==> src/rtl/fram_bank_arbiter.sv <==
// Feature-SRAM port-B router: RD_PORTS read ports plus one buffered writeback port
// sharing BANK_NUM word-interleaved BRAM banks, with per-bank fixed-priority arbitration.
module fram_bank_arbiter #(
  parameter int ADDR_WIDTH    = 12,
  parameter int DATA_WIDTH    = 32,
  parameter int BANK_NUM      = 4,
  parameter int RD_PORTS      = 2,
  parameter int WB_FIFO_DEPTH = 4,
  parameter int CNT_WIDTH     = 16
) (
  input  logic                                                clk,
  input  logic                                                rst,
  input  logic [RD_PORTS-1:0]                                 rp_valid,
  input  logic [RD_PORTS*ADDR_WIDTH-1:0]                      rp_addr,
  output logic [RD_PORTS-1:0]                                 rp_ready,
  output logic [RD_PORTS-1:0]                                 rp_rvalid,
  output logic [RD_PORTS*DATA_WIDTH-1:0]                      rp_rdata,
  input  logic                                                wp_valid,
  input  logic [ADDR_WIDTH-1:0]                               wp_addr,
  input  logic [DATA_WIDTH-1:0]                               wp_wdata,
  output logic                                                wp_ready,
  output logic [BANK_NUM-1:0]                                 bram_en,
  output logic [BANK_NUM-1:0]                                 bram_we,
  output logic [BANK_NUM*(ADDR_WIDTH-$clog2(BANK_NUM))-1:0]   bram_addr,
  output logic [BANK_NUM*DATA_WIDTH-1:0]                      bram_wdata,
  input  logic [BANK_NUM*DATA_WIDTH-1:0]                      bram_rdata,
  output logic [$clog2(WB_FIFO_DEPTH):0]                      wb_level,
  output logic                                                wb_idle,
  output logic [CNT_WIDTH-1:0]                                conflict_cnt
);

  localparam int BANK_BITS = $clog2(BANK_NUM);
  localparam int BANK_AW   = ADDR_WIDTH - BANK_BITS;
  localparam int PTR_W     = $clog2(WB_FIFO_DEPTH);
  localparam int LVL_W     = PTR_W + 1;

  // Writeback FIFO state
  logic [ADDR_WIDTH-1:0] fifo_addr [WB_FIFO_DEPTH];
  logic [DATA_WIDTH-1:0] fifo_data [WB_FIFO_DEPTH];
  logic [PTR_W-1:0]      rd_ptr;
  logic [PTR_W-1:0]      wr_ptr;
  logic [LVL_W-1:0]      level;
  logic [LVL_W-1:0]      level_next;
  logic                  fifo_full;
  logic                  fifo_empty;
  logic [ADDR_WIDTH-1:0] head_addr;
  logic [DATA_WIDTH-1:0] head_data;
  logic [BANK_BITS-1:0]  head_bank;
  logic                  push;
  logic                  pop;

  // Read-port decode, arbitration and response pipeline
  logic [ADDR_WIDTH-1:0] rp_word [RD_PORTS];
  logic [BANK_BITS-1:0]  rp_bank [RD_PORTS];
  logic [RD_PORTS-1:0]   raw_hit;
  logic [RD_PORTS-1:0]   grant;
  logic                  wb_grant;
  logic [BANK_NUM-1:0]   bank_taken;
  logic [RD_PORTS-1:0]   rvalid_q;
  logic [BANK_BITS-1:0]  bank_q [RD_PORTS];
  logic [CNT_WIDTH-1:0]  cnt_q;

  assign fifo_full  = (level == LVL_W'(WB_FIFO_DEPTH));
  assign fifo_empty = (level == '0);
  assign head_addr  = fifo_addr[rd_ptr];
  assign head_data  = fifo_data[rd_ptr];
  assign head_bank  = head_addr[BANK_BITS-1:0];

  always_comb begin
    for (int i = 0; i < RD_PORTS; i++) begin
      rp_word[i] = rp_addr[i*ADDR_WIDTH +: ADDR_WIDTH];
      rp_bank[i] = rp_word[i][BANK_BITS-1:0];
    end
  end

  // An entry is live when its distance from the read pointer is below the level.
  always_comb begin
    // NOTE: every combinational output gets a default first so no path can infer a latch.
    raw_hit = '0;
    for (int i = 0; i < RD_PORTS; i++) begin
      for (int j = 0; j < WB_FIFO_DEPTH; j++) begin
        if (({1'b0, PTR_W'(j) - rd_ptr} < level) && (fifo_addr[j] == rp_word[i]))
          raw_hit[i] = 1'b1;
      end
    end
  end

  // A hazard-stalled read does not claim its bank, so the pending write can drain.
  always_comb begin
    bank_taken = '0;
    grant      = '0;
    wb_grant   = 1'b0;
    if (fifo_full) begin
      bank_taken[head_bank] = 1'b1;
      wb_grant              = 1'b1;
    end
    for (int i = 0; i < RD_PORTS; i++) begin
      if (rp_valid[i] && !raw_hit[i] && !bank_taken[rp_bank[i]]) begin
        grant[i]                = 1'b1;
        bank_taken[rp_bank[i]]  = 1'b1;
      end
    end
    if (!fifo_full && !fifo_empty && !bank_taken[head_bank]) begin
      wb_grant              = 1'b1;
      bank_taken[head_bank] = 1'b1;
    end
    if (rst) begin
      grant    = '0;
      wb_grant = 1'b0;
    end
  end

  assign rp_ready = grant;
  assign pop      = wb_grant;
  assign push     = wp_valid && wp_ready && !rst;

  always_comb begin
    bram_en    = '0;
    bram_we    = '0;
    bram_addr  = '0;
    bram_wdata = '0;
    for (int b = 0; b < BANK_NUM; b++) begin
      if (wb_grant && (head_bank == BANK_BITS'(b))) begin
        bram_en[b]                              = 1'b1;
        bram_we[b]                              = 1'b1;
        bram_addr[b*BANK_AW +: BANK_AW]         = head_addr[ADDR_WIDTH-1:BANK_BITS];
        bram_wdata[b*DATA_WIDTH +: DATA_WIDTH]  = head_data;
      end else begin
        for (int i = 0; i < RD_PORTS; i++) begin
          if (grant[i] && (rp_bank[i] == BANK_BITS'(b))) begin
            bram_en[b]                      = 1'b1;
            bram_addr[b*BANK_AW +: BANK_AW] = rp_word[i][ADDR_WIDTH-1:BANK_BITS];
          end
        end
      end
    end
  end

  assign level_next = level + LVL_W'(push) - LVL_W'(pop);

  always_ff @(posedge clk) begin
    if (rst) begin
      rd_ptr   <= '0;
      wr_ptr   <= '0;
      level    <= '0;
      wp_ready <= 1'b1;
      wb_idle  <= 1'b1;
    end else begin
      if (push) wr_ptr <= wr_ptr + 1'b1;
      if (pop)  rd_ptr <= rd_ptr + 1'b1;
      level    <= level_next;
      wp_ready <= (level_next < LVL_W'(WB_FIFO_DEPTH));
      wb_idle  <= (level_next == '0);
    end
  end

  // NOTE: FIFO storage has no reset; pointers and level alone decide which entries are live.
  always_ff @(posedge clk) begin
    if (push) begin
      fifo_addr[wr_ptr] <= wp_addr;
      fifo_data[wr_ptr] <= wp_wdata;
    end
  end

  assign wb_level = level;

  always_ff @(posedge clk) begin
    if (rst) begin
      rvalid_q <= '0;
      cnt_q    <= '0;
      for (int i = 0; i < RD_PORTS; i++) bank_q[i] <= '0;
    end else begin
      rvalid_q <= grant;
      for (int i = 0; i < RD_PORTS; i++) bank_q[i] <= rp_bank[i];
      if (|(rp_valid & ~grant) && (cnt_q != '1))
        cnt_q <= cnt_q + 1'b1;
    end
  end

  assign rp_rvalid    = rst ? '0 : rvalid_q;
  assign conflict_cnt = rst ? '0 : cnt_q;

  always_comb begin
    rp_rdata = '0;
    for (int i = 0; i < RD_PORTS; i++) begin
      if (rp_rvalid[i])
        rp_rdata[i*DATA_WIDTH +: DATA_WIDTH] = bram_rdata[int'(bank_q[i])*DATA_WIDTH +: DATA_WIDTH];
    end
  end

endmodule

==> config.mk <==
export PLATFORM = sky130hd
export DESIGN_NAME = fram_bank_arbiter
export DESIGN_NICKNAME = d
export VERILOG_FILES = /design/src/rtl/fram_bank_arbiter.sv
export SDC_FILE = /design/constraint.sdc
export NUM_CORES = 1
export LEC_CHECK = 0
export BUFFER_PORTS_ARGS = -buffer_cell sky130_fd_sc_hd__buf_2
export CAP_MARGIN = 20
export CORE_ASPECT_RATIO = 0.6
export CORE_MARGIN = 4
export CORE_UTILIZATION = 40
export DETAILED_ROUTE_END_ITERATION = 16
export PLACE_DENSITY_LB_ADDON = 0.05
export SYNTH_ARGS = -nofsm -noshare
export SYNTH_HDL_FRONTEND = slang
export SYNTH_SLANG_ARGS = --single-unit
==> constraint.sdc <==
create_clock -name clk -period 10.9 [get_ports clk]
set_input_delay 2.18 -clock clk [delete_from_list [all_inputs] [get_ports clk]]
set_output_delay 2.18 -clock clk [all_outputs]
set_load 0.005 [all_outputs]
; Word level (Yosys, flattened, before mapping)
; Memories as Yosys holds them, arrays and structs flattened. A register that Yosys moved wholly into a read port is not among the register bits.
; Index checks and enable logic that the tools add are counted.
[totals]
reg_bits = 27
ram_bits = 180
in_bits = 201
output_inout_bits = 265
elab_cells = 179
n_memories = 3
[classes]
add_sub_neg = 9
magnitude_cmp = 11
eq_ne = 19
shifts = 2
mux = 76
bitwise = 6
n_reduce_logical = 46
[mem_list]
columns = name, words, word_bits, read_ports, rd_clocked_by_memory_dff, write_ports, line
row1 = fifo_data, 4, 32, 1, 1, 1, 39  ; logic [DATA_WIDTH-1:0] fifo_data [WB_FIFO_DEPTH];
row2 = fifo_addr, 4, 12, 5, 1, 1, 38  ; logic [ADDR_WIDTH-1:0] fifo_addr [WB_FIFO_DEPTH];
row3 = bank_q, 2, 2, 2, 0, 2, 60  ; logic [BANK_BITS-1:0] bank_q [RD_PORTS];
[op_table]
columns = cell, count
row1 = 128-bit by 8-bit indexed part select with 32-bit output, 2
row2 = 32-bit two-way mux, 6
row3 = 10-bit two-way mux, 12
row4 = 12-bit equality test, 8
row5 = 1-bit two-way mux, 40
row6 = 1-bit logical AND, 32
row7 = 16-bit by 1-bit adder with 16-bit output (second input constant), 1
row8 = 16-bit two-way mux, 1
row9 = 2-bit two-way mux, 8
row10 = 16-bit inequality test (second input constant), 1
row11 = 2-bit equality test (second input constant), 6
row12 = 2-bit by 3-bit < comparator with 1-bit output, 4
row13 = 4-bit two-way mux, 3
row14 = 2-bit by 3-bit < comparator with 1-bit output (second input constant), 3
row15 = 1-bit logical NOT, 8
row16 = 4-bit OR, 2
row17 = 1-bit binary-select mux with 2-bit select, 3
row18 = 1-bit demux with 2-bit select, 3
row19 = 2-bit by 1-bit equality test with 1-bit output (second input constant), 3
row20 = 2-bit by 1-bit >= comparator with 1-bit output (second input constant), 3
row21 = 2-bit logical NOT, 3
row22 = 3-bit logical NOT, 2
row23 = 2-bit by 1-bit adder with 2-bit output (second input constant), 2
row24 = 1-bit by 2-bit subtractor with 2-bit output (first input constant), 2
row25 = other kinds (9), 11

; Depth between registers and ports, before layout
; Gate-level depths: netlist (run 1).
[logic_depth]
depth_word = 24
ltp_mapped = 18
mapped_depth_nobuf = 17

; Worst setup path after synthesis (run 1)
; Ideal clock, no wire load.
[synth_timing]
path_kind = input-to-output
startpoint = input port rp_addr[16]
endpoint = output port bram_addr[0]
arrival_ns = 4.389
required_ns = 8.720
slack_ns = 4.331
path_stages = 11
n_path_buf = 3
path_cell_list = clkbuf_1 > xnor2_1 > nand2_1 > or4_1 > o211ai_1 > or3_1 > o32ai_4 > or2_1 > buf_4 > buf_4 > o31ai_1
[synth_via]
elab_chain_len = 18
word_cells_on_any_way = 28
classes_between = 4 x eq/ne / 13 x mux / 11 x reduce/logical
[synth_lines]
columns = item, line
row1 = start: declaration, 14  ; input logic [RD_PORTS*ADDR_WIDTH-1:0] rp_addr,
row2 = 12-bit equality test, 82  ; if (({1'b0, PTR_W'(j) - rd_ptr} < level) && (fifo_addr[j] == rp_word[i]))
row3 = 1-bit logical AND, 82
row4 = 1-bit two-way mux (3 in a row), 82
row5 = 1-bit two-way mux (*), 82
row6 = 1-bit logical NOT (*), 98  ; if (rp_valid[i] && !raw_hit[i] && !bank_taken[rp_bank[i]]) begin
row7 = 1-bit logical AND (*) (2 in a row), 98
row8 = 4-bit two-way mux, 98
row9 = 1-bit binary-select mux with 2-bit select, 103  ; if (!fifo_full && !fifo_empty && !bank_taken[head_bank]) begin
row10 = 1-bit two-way mux (not written as such), 103
row11 = 1-bit logical NOT, 103
row12 = 1-bit logical AND, 103
row13 = 1-bit two-way mux, 103
row14 = 1-bit two-way mux, 107  ; if (rst) begin
row15 = 1-bit logical AND, 123  ; if (wb_grant && (head_bank == BANK_BITS'(b))) begin
row16 = 10-bit two-way mux (*), 123
row17 = end: declaration, 24  ; output logic [BANK_NUM*(ADDR_WIDTH-$clog2(BANK_NUM))-1:0] bram_addr,
; Every way passes the cells marked *; elsewhere a longest branch is shown, timed or not. The select of a mux whose other input is x is not followed.

; Worst setup path in the final report (run 1)
[layout_timing]
startpoint = input port rp_addr[19]
endpoint = output port bram_wdata[46]
[layout_via]
elab_chain_len = 18
word_cells_on_any_way = 24
classes_between = 4 x eq/ne / 10 x mux / 10 x reduce/logical
[layout_lines]
columns = item, line
row1 = 12-bit equality test, 82
row2 = 1-bit logical AND, 82
row3 = 1-bit two-way mux (3 in a row), 82
row4 = 1-bit two-way mux (*), 82
row5 = 1-bit logical NOT (*), 98
row6 = 1-bit logical AND (*) (2 in a row), 98
row7 = 4-bit two-way mux (*), 98
row8 = 1-bit binary-select mux with 2-bit select (*), 103
row9 = 1-bit two-way mux (not written as such) (*), 103
row10 = 1-bit logical NOT (*), 103
row11 = 1-bit logical AND (*), 103
row12 = 1-bit two-way mux (*), 103
row13 = 1-bit two-way mux (*), 107
row14 = 1-bit logical AND (*), 123
row15 = 32-bit two-way mux (*), 123
row16 = end: declaration, 25  ; output logic [BANK_NUM*DATA_WIDTH-1:0] bram_wdata,
; Marked as above.

==> results of run 1 <==
[layout make-up]
class | instances | area [um2] | area share
multi-input cells | 751 | 6990 | 0.415
flip-flops and latches | 209 | 5950 | 0.353
repair buffers | 490 | 2570 | 0.152
well taps | 450 | 563 | 0.0334
clock buffers | 24 | 537 | 0.0318
clock inverters | 13 | 169 | 0.0100
inverters | 17 | 63.8 | 0.00379
diodes | 4 | 10.0 | 0.000594
[sequential cells by signal (all words and copies together), names as in the netlist, named ones only]
signal / cells
cnt_q: 16
wb_level: 3
bank_q: 4
rvalid_q: 2
fifo_data: 128
wb_idle: 1
wp_ready: 1
fifo_addr: 48
wr_ptr: 2
rd_ptr: 2
[path summary, 6_finish.rpt]
check / startpoint / end / slack [ns] / cells past startpoint
worst max-delay path: rp_addr[19] / bram_wdata[46] / 3.11 / 10
worst min register to register: wr_ptr[1]$_SDFFE_PP0P_ / wr_ptr[1]$_SDFFE_PP0P_ / 0.50 / 2
worst max register to register: flop / wp_ready$_SDFF_PP1_ / 6.22 / 15
worst min-delay path: wr_ptr[1]$_SDFFE_PP0P_ / wr_ptr[1]$_SDFFE_PP0P_ / 0.50 / 2
[stage by stage]
| stage | utilization | hold WS [ns] | instances | power [uW] | cell area, um2 |
|---|---|---|---|---|---|
| finish | 0.513 | 0.499 | 1958 | 2780 | 16900 |
| global route | 0.513 | 0.511 | 1957 | 2920 | 16900 |
| CTS | 0.511 | 0.500 | 1951 | 2790 | 16800 |
| detailed placement | 0.489 | 0.492 | 1914 | 2020 | 16100 |
| global placement | 0.488 | 0.490 | 1912 | 2010 | 16000 |
| floorplan | - | 0.469 | 1101 | 1630 | 13500 |
[power groups by stage]
| stage | Clock [uW] | Sequential, uW | Combinational [uW] |
|---|---|---|---|
| global placement | 0 | 990 | 1020 |
| CTS | 779 | 974 | 1030 |
| floorplan | 0 | 960 | 667 |
| finish | 760 | 970 | 1050 |
| detailed placement | 0 | 991 | 1030 |
| global route | 809 | 976 | 1140 |
[cells in the final DEF (no fill, tap or decap), types with 3 or more instances in the layout]
master / count
buf_2: 465
and3_1: 202
edfxtp_1: 176
mux4_2: 108
xor2_1: 54
xnor2_1: 51
o31ai_1: 35
nor2_1: 34
a32oi_1: 31
nand4_1: 29
dfxtp_1: 29
nor2b_1: 28
nand2_1: 28
clkbuf_16: 21
buf_4: 20
mux2_2: 18
inv_1: 16
and4_1: 14
nor4_1: 13
o21ai_0: 12
a221o_1: 12
nand3_1: 12
ha_1: 11
and2_1: 6
a21oi_1: 5
nor2_2: 5
nor3_1: 5
diode_2: 4
and2_2: 4
clkinv_1: 4
bufinv_16: 4
or4_1: 3
o22ai_1: 3
dfxtp_2: 3
clkbuf_1: 3
[layer usage]
layer,vias to the layer above,wire [um],global-route usage
met2,517,23300,0.402
met5,-,27,0
met1,5851,23600,0.411
met4,4,779,0.0447
li1,5125,-,-
met3,59,4810,0.0703
[worst min-delay path: stages (launching register included)]
cell and delay, ns:
dfxtp_1 0.34, nand2_1 0.06, a21oi_1 0.05
[cell families after synthesis]
logic type      synth area share
fa+ha+maj                 0.0117
mux                        0.195
flops                      0.440
xor+xnor                  0.0681
buf+inv                   0.0439
compound gates            0.0668
simple gates               0.174
==> results.cfg, run 1 <==
[power]
comb_power_share = 0.378
pwr-share-seq = 0.349
peakVddDrop_mv = 0.131
power.density_nw_per_um2 = 165
p_leak_uw = 0.00749
clock_power_share = 0.273
netSwitchingPower_uw = 1010
swShare = 0.363
intPower_uw = 1770

[die]
coreArea_um2 = 32900
die_y_um = 150
rows = 51
io_pins = 466
die_area_um2 = 36900
die_x_um = 245
initial_utilization = 0.411

[cells_and_area]
area_delta_synth_final_pct = 24.8
nFillCells = 2939
finalNetCount = 1703
drive_above_1_share = 0.443

[sta]
fin_worst_skew_ns = 0.0237
hold_viol = 0
finalCritPeriodShare = 0.715
tightest_slew_ns = 1.02
finalSetupTns_ns = 0
drv_slew = 0
timing.final.ws_setup_ns = 3.11
rsz0062_at_grt = no
relSlewSlack = 0.316
fmax_mhz = 128
layout_min_cycle_time_ns = 7.79
setup_violations = 0

[logic_synthesis]
synthTopCellsByArea = edfxtp_1 39%, mux4_2 18%, and3_1 9.4%
ys_types = 56
yosys-top-cells-count = 202 x and3_1, 176 x edfxtp_1, 108 x mux4_2
yosys_warnings = 0
synthesis.nets = 1314
async_flop_share = 0
yosysMostFrequentCell = and3_1
synth-main-ff-cell = edfxtp_1
synth_area_per_cell_um2 = 12.3
synth_top_cell_area_share = 0.391
yosys.area.top_type = edfxtp_1
synth_edf_count = 176
synth_cells = 1101
ys_seq_area_frac = 0.440
synthesis.area_um2 = 13500
ys_ff_latch = 209

[clocking]
path_clk_slew_ns = 0.06
cts_tree = done
worstSkewPairLatency_ns = 0.52
clock_path_buffers = 3
cts-htree-levels = 1
cts_made_buffers = 21
cts_root_buffer = clkbuf_16
postCtsHoldBufs = 0
cts_repair_resize_count = 0
numClockSinks = 209
post_cts_buffers = 0

[job]
maxCapViolCount = 0

[global_routing]
grt_pass1_wl_um = 75400
grt_max_degree = 121
grt_overflow = 0
grt_pass1_vias = 10874
grt.total_usage = 0.272
antenna_found_initial = 5

[routing]
finalWirelength_um = 52500
drt-initial-drc-count = 1157
vias = 11556
drc = 0
via_per_inst = 5.90
first_pass_iters = 5
routedWlPerCell_um = 26.8
ant_nets = 0

[setup_path]
path_cells = buf_2 -> xnor2_1 -> nand4_1 -> o41ai_1 -> or3_1 -> o32ai_4 -> nor3_4 -> buf_4 -> and3_1 -> buf_2
crit_fanout = 120
path_class = primary input to primary output
cp.required_ns = 8.72
start_kind = primary input
slowest_delay_ns = 0.70
cp_num_buf_inv = 3
crit_family = simple AND/OR/NAND/NOR gates
worst_setup_path_end_kind = primary output
crit_top_cell = buf_2
cp_slowest_cell = buf_4
worstPathArrival_ns = 5.61

[status]
outcome = finished, final reports clean

[place]
io_buffers = 465
gp_congestion = 0.920
post-place-ws_ns = 3.22
dpl.hpwl_um = 40000

[min_path]
hp-class = flop to flop
Note: power is estimated with default switching activity, not from simulation.
==> inputs of run 2 (changes only) <==
==> constraint.sdc (replaced) <==
create_clock -name clk -period 7.75 [get_ports clk]
set_input_delay 1.55 -clock clk [delete_from_list [all_inputs] [get_ports clk]]
set_output_delay 1.55 -clock clk [all_outputs]
set_load 0.005 [all_outputs]
==> run 2 against run 1 <==
  * Clock power is 38% higher
  * Clock-buffer cell count fell by 2
  * Core utilization is 0.065 points lower
  * Highest routed layer unchanged
  * First-iteration DRC count rose by 2.6%
  * Critical endpoint is now bram_addr[11]
==> results.cfg, run 2 (synthesis results as in run 1) <==
[status]
outcome = finished, final reports clean

[global_routing]
grt_max_degree = 131
grt.total_usage = 0.271
grt_pass1_wl_um = 75400
antenna_found_initial = 5
grt_pass1_vias = 11081
grt_overflow = 0

[sta]
fmax_mhz = 155
finalCritPeriodShare = 0.830
rsz0062_at_grt = no
setup_violations = 0
hold_viol = 0
layout_min_cycle_time_ns = 6.44
drv_slew = 0
relSlewSlack = 0.296
holdWs_ns = 0.510
fin_worst_skew_ns = 0.0152
tightest_slew_ns = 1.05
finalSetupTns_ns = 0

[clocking]
postCtsHoldBufs = 0
post_cts_buffers = 0
numClockSinks = 209
cts_made_buffers = 21
cts_tree = done
clock_path_buffers = 3
worstSkewPairLatency_ns = 0.52
cts_repair_resize_count = 0
cts-htree-levels = 1
cts_root_buffer = clkbuf_16
path_clk_slew_ns = 0.07

[power]
comb_power_share = 0.381
peakVddDrop_mv = 0.166
pwr-share-seq = 0.350
power.density_nw_per_um2 = 231
netSwitchingPower_uw = 1440
intPower_uw = 2460
totalPowerFinal_uw = 3900
clock_power_share = 0.269
swShare = 0.369
p_leak_uw = 0.00749

[die]
die_y_um = 150
rows = 51
coreArea_um2 = 32900
die_area_um2 = 36900
die_x_um = 245
initial_utilization = 0.411
io_pins = 466

[setup_path]
worstPathArrival_ns = 4.89
reg2reg_to = wp_ready$_SDFF_PP1_
r2r_setup_slack_ns = 3.43
cp_slowest_cell = o31ai_1
crit_fanout = 38
worst_setup_path_end_kind = primary output
start_kind = primary input
cp.required_ns = 6.20
rr_worst_depth = 14
crit_path_end = bram_addr[11]
slowest_delay_ns = 0.68
path_class = primary input to primary output
crit_top_cell = buf_2
path_cells = buf_2 -> xnor2_1 -> nand4_1 -> o41ai_1 -> a311oi_1 -> and4_4 -> o32ai_4 -> or2_1 -> buf_4 -> o31ai_1 -> buf_2
critPathLaunch = rp_addr[0]

[routing]
via_per_inst = 6.02
routedWlPerCell_um = 27.0
finalWirelength_um = 53000
first_pass_iters = 6
drt-initial-drc-count = 1187
vias = 11802
ant_nets = 0
drc = 0

[cells_and_area]
area_delta_synth_final_pct = 24.6
largest_reg_flops = 128
layout_commonest_cell = buf_2
drive_above_1_share = 0.446
finalNetCount = 1703
largest-register = fifo_data
reg_top3 = fifo_data: 128 flops, fifo_addr: 48 flops, cnt_q: 16 flops
layout_common_cells = 465 x buf_2, 202 x and3_1, 176 x edfxtp_1

[min_path]
hp-class = flop to flop

[place]
io_buffers = 465
dpl.hpwl_um = 40300
gp_congestion = 0.951

[job]
maxCapViolCount = 0
-- run 2: layer usage --
layer,track usage,wire length [um],vias up
met3,0.0666,5180,67
met2,0.413,23800,592
met1,0.404,23300,6021
met4,0.0399,707,4
met5,0,24,-
li1,-,-,5118
-- run 2: worst min-delay path by stage --
| stage | startpoint | slack, ns | cells after the start | endpoint |
|---|---|---|---|---|
| 4_1_cts | wr_ptr[1]$_SDFFE_PP0P_ | 0.51 | 2 | wr_ptr[1]$_SDFFE_PP0P_ |
| 3_5_place_dp | wr_ptr[1]$_SDFFE_PP0P_ | 0.50 | 2 | wr_ptr[1]$_SDFFE_PP0P_ |
| 3_3_place_gp | wr_ptr[1]$_SDFFE_PP0P_ | 0.49 | 2 | wr_ptr[1]$_SDFFE_PP0P_ |
| 6_report | wr_ptr[1]$_SDFFE_PP0P_ | 0.51 | 2 | wr_ptr[1]$_SDFFE_PP0P_ |
| 5_1_grt | wr_ptr[1]$_SDFFE_PP0P_ | 0.53 | 2 | wr_ptr[1]$_SDFFE_PP0P_ |
| 2_1_floorplan | wr_ptr[1]$_SDFFE_PP0P_ | 0.47 | 2 | wr_ptr[1]$_SDFFE_PP0P_ |
-- run 2: worst max-delay path: cells and delay by family --
| family | cells | cell delay [ns] |
|---|---|---|
| compound gates | 4 | 1.51 |
| simple gates | 3 | 0.80 |
| buf+inv | 3 | 0.79 |
| xor+xnor | 1 | 0.20 |
-- run 2: power groups by stage --
| stage | clock network (uW) | registers [uW] | logic (uW) |
|---|---|---|---|
| floorplan | 0 | 1350 | 939 |
| global placement | 0 | 1390 | 1450 |
| detailed placement | 0 | 1390 | 1450 |
| CTS | 1070 | 1370 | 1450 |
| global route | 1110 | 1370 | 1590 |
| finish | 1050 | 1370 | 1480 |
-- run 2: cell type report --
type / count / area, um2
inverters: 17 / 63.8
clock inverters: 14 / 161
multi-input cells: 751 / 6990
well taps: 450 / 563
repair buffers: 490 / 2550
diodes: 6 / 15.0
fillers: 2989 / 16000
clock buffers: 22 / 529
flip-flops and latches: 209 / 5950
-- run 2: stage by stage --
stage	instance area (um2)	cells	worst slack [ns]	util
2_1_floorplan	13500	1101	2.44	-
3_3_place_gp	16100	1914	1.37	0.489
3_5_place_dp	16100	1914	1.35	0.489
4_1_cts	16800	1950	1.34	0.510
5_1_grt	16800	1955	1.12	0.512
6_report	16800	1959	1.31	0.512
==> inputs of run 3 (changes only) <==
==> constraint.sdc (replaced) <==
create_clock -name clk -period 6.45 [get_ports clk]
set_input_delay 1.29 -clock clk [delete_from_list [all_inputs] [get_ports clk]]
set_output_delay 1.29 -clock clk [all_outputs]
set_load 0.005 [all_outputs]
==> run 3 against run 2 <==
  * Global-route usage up 0.70 points
  * Die area unchanged
  * Clock-buffer cell count unchanged
  * Critical endpoint unchanged
  * Core utilization up 0.24 points
  * Wire length up 1.5%
  * Combinational power up 22%
  * Clock skew about the same
  * Highest routed layer unchanged
==> results.cfg, run 3 (synthesis results as in run 1) <==
[power]
comb_power_share = 0.378
clock_power_share = 0.277
p_leak_uw = 0.00753
swShare = 0.362
intPower_uw = 3040
power.density_nw_per_um2 = 282
peakVddDrop_mv = 0.259
netSwitchingPower_uw = 1730
pwr-share-seq = 0.345

[die]
rows = 51
die_y_um = 150
coreArea_um2 = 32900
die_area_um2 = 36900
die_x_um = 245
io_pins = 466
initial_utilization = 0.411

[sta]
rsz0062_at_grt = no
holdWs_ns = 0.527
hold_viol = 0
fin_worst_skew_ns = 0.0153
fmax_mhz = 171
relSlewSlack = 0.222
layout_min_cycle_time_ns = 5.84
setup_violations = 0
finalCritPeriodShare = 0.905
tightest_slew_ns = 1.16
drv_slew = 0
finalSetupTns_ns = 0

[setup_path]
path_class = primary input to primary output
rr_worst_depth = 14
r2r_setup_slack_ns = 1.73
cp.required_ns = 5.16
start_kind = primary input
reg2reg_to = wb_idle$_SDFF_PP1_
r2r_start = wb_level[1]$_SDFF_PP0_
worst_setup_path_end_kind = primary output
worstPathArrival_ns = 4.55
crit_fanout = 35

[routing]
finalWirelength_um = 53800
via_per_inst = 6.00
vias = 11773
first_pass_iters = 7
ant_nets = 0
drc = 0
routedWlPerCell_um = 27.4
drt-initial-drc-count = 1248

[cells_and_area]
largest_reg_flops = 128
layout_commonest_cell = buf_2
reg_top3 = fifo_data: 128 flops, fifo_addr: 48 flops, cnt_q: 16 flops
drive_above_1_share = 0.446
layout_common_cells = 465 x buf_2, 202 x and3_1, 176 x edfxtp_1
nFillCells = 3005
area_delta_synth_final_pct = 25.2
finalNetCount = 1705
largest-register = fifo_data

[clocking]
post_cts_buffers = 0
cts_repair_resize_count = 0
cts_root_buffer = clkbuf_16
cts_tree = done
path_clk_slew_ns = 0.06
numClockSinks = 209
worstSkewPairLatency_ns = 0.52
cts_made_buffers = 21
cts-htree-levels = 1
postCtsHoldBufs = 0
clock_path_buffers = 3

[min_path]
hp-start = wr_ptr[1]$_SDFFE_PP0P_
hp-class = flop to flop
min_to = wr_ptr[1]$_SDFFE_PP0P_
holdPathStages = 2

[global_routing]
grt_pass1_vias = 10987
grt.total_usage = 0.278
grt_max_degree = 121
grt_overflow = 0
grt_pass1_wl_um = 76600
antenna_found_initial = 6

[place]
dpl.hpwl_um = 41500
io_buffers = 465
gp_congestion = 0.975

[job]
maxCapViolCount = 0

[status]
outcome = finished, final reports clean
[run 3: changes by cell type in the layout (fill, tap and decap cells not counted), sizes merged]
cell,previous run,this run
inv,18,19
bufinv,3,5
diode,6,5
clkinv,9,7
buf,490,492
[run 3: metal layers]
metal	share of wire	global-route usage	vias up
met5	0.00056	0	-
met4	0.019	0.0553	4
met3	0.094	0.0689	79
met2	0.44	0.408	640
met1	0.45	0.422	5919
li1	-	-	5131
[run 3: area by class of cell]
class                   count  area, um2  area share
diodes                      5       12.5    0.000740
clock buffers              22        529      0.0313
clock inverters            15        206      0.0122
inverters                  17       63.8     0.00377
multi-input cells         751       6990       0.413
flip-flops and latches    209       5950       0.352
well taps                 450        563      0.0333
repair buffers            492       2590       0.153
[run 3: critical path: stages]
cell      delay (ns)
buf_2           0.44
xor2_1          0.13
nor4_1          0.59
nand4_1         0.18
o211ai_1        0.15
or3_1           0.30
o32ai_4         0.17
or2_1           0.29
buf_4           0.27
o31ai_1         0.49
buf_2           0.20
[run 3: worst max path at each step]
stage	to	cells past startpoint	slack [ns]	from
2_1_floorplan	bram_addr[0]	11	1.66	rp_addr[16]
3_3_place_gp	bram_addr[11]	11	0.70	rp_addr[12]
3_5_place_dp	bram_addr[21]	11	0.70	rp_addr[12]
4_1_cts	bram_addr[21]	11	0.70	rp_addr[12]
5_1_grt	bram_wdata[41]	12	0.45	wb_level[1]$_SDFF_PP0_
6_report	bram_addr[11]	11	0.61	rp_addr[12]
[run 3: power by group through the flow]
stage	Sequential (uW)	Clock [uW]	Combinational, uW
after global placement	1680	0	1750
after CTS	1650	1350	1770
after global routing	1660	1410	1930
after detailed placement	1680	0	1770
after floorplan	1620	0	1130
final	1640	1320	1800
[run 3: stage by stage]
stage | instances | cell area (um2) | total power [uW] | setup WS [ns] | utilization
final | 1961 | 16900 | 4770 | 0.613 | 0.515
after CTS | 1954 | 16900 | 4770 | 0.702 | 0.513
after global placement | 1914 | 16100 | 3430 | 0.702 | 0.489
after global routing | 1960 | 16900 | 5000 | 0.446 | 0.514
after floorplan | 1101 | 13500 | 2750 | 1.66 | -
after detailed placement | 1917 | 16100 | 3450 | 0.705 | 0.491
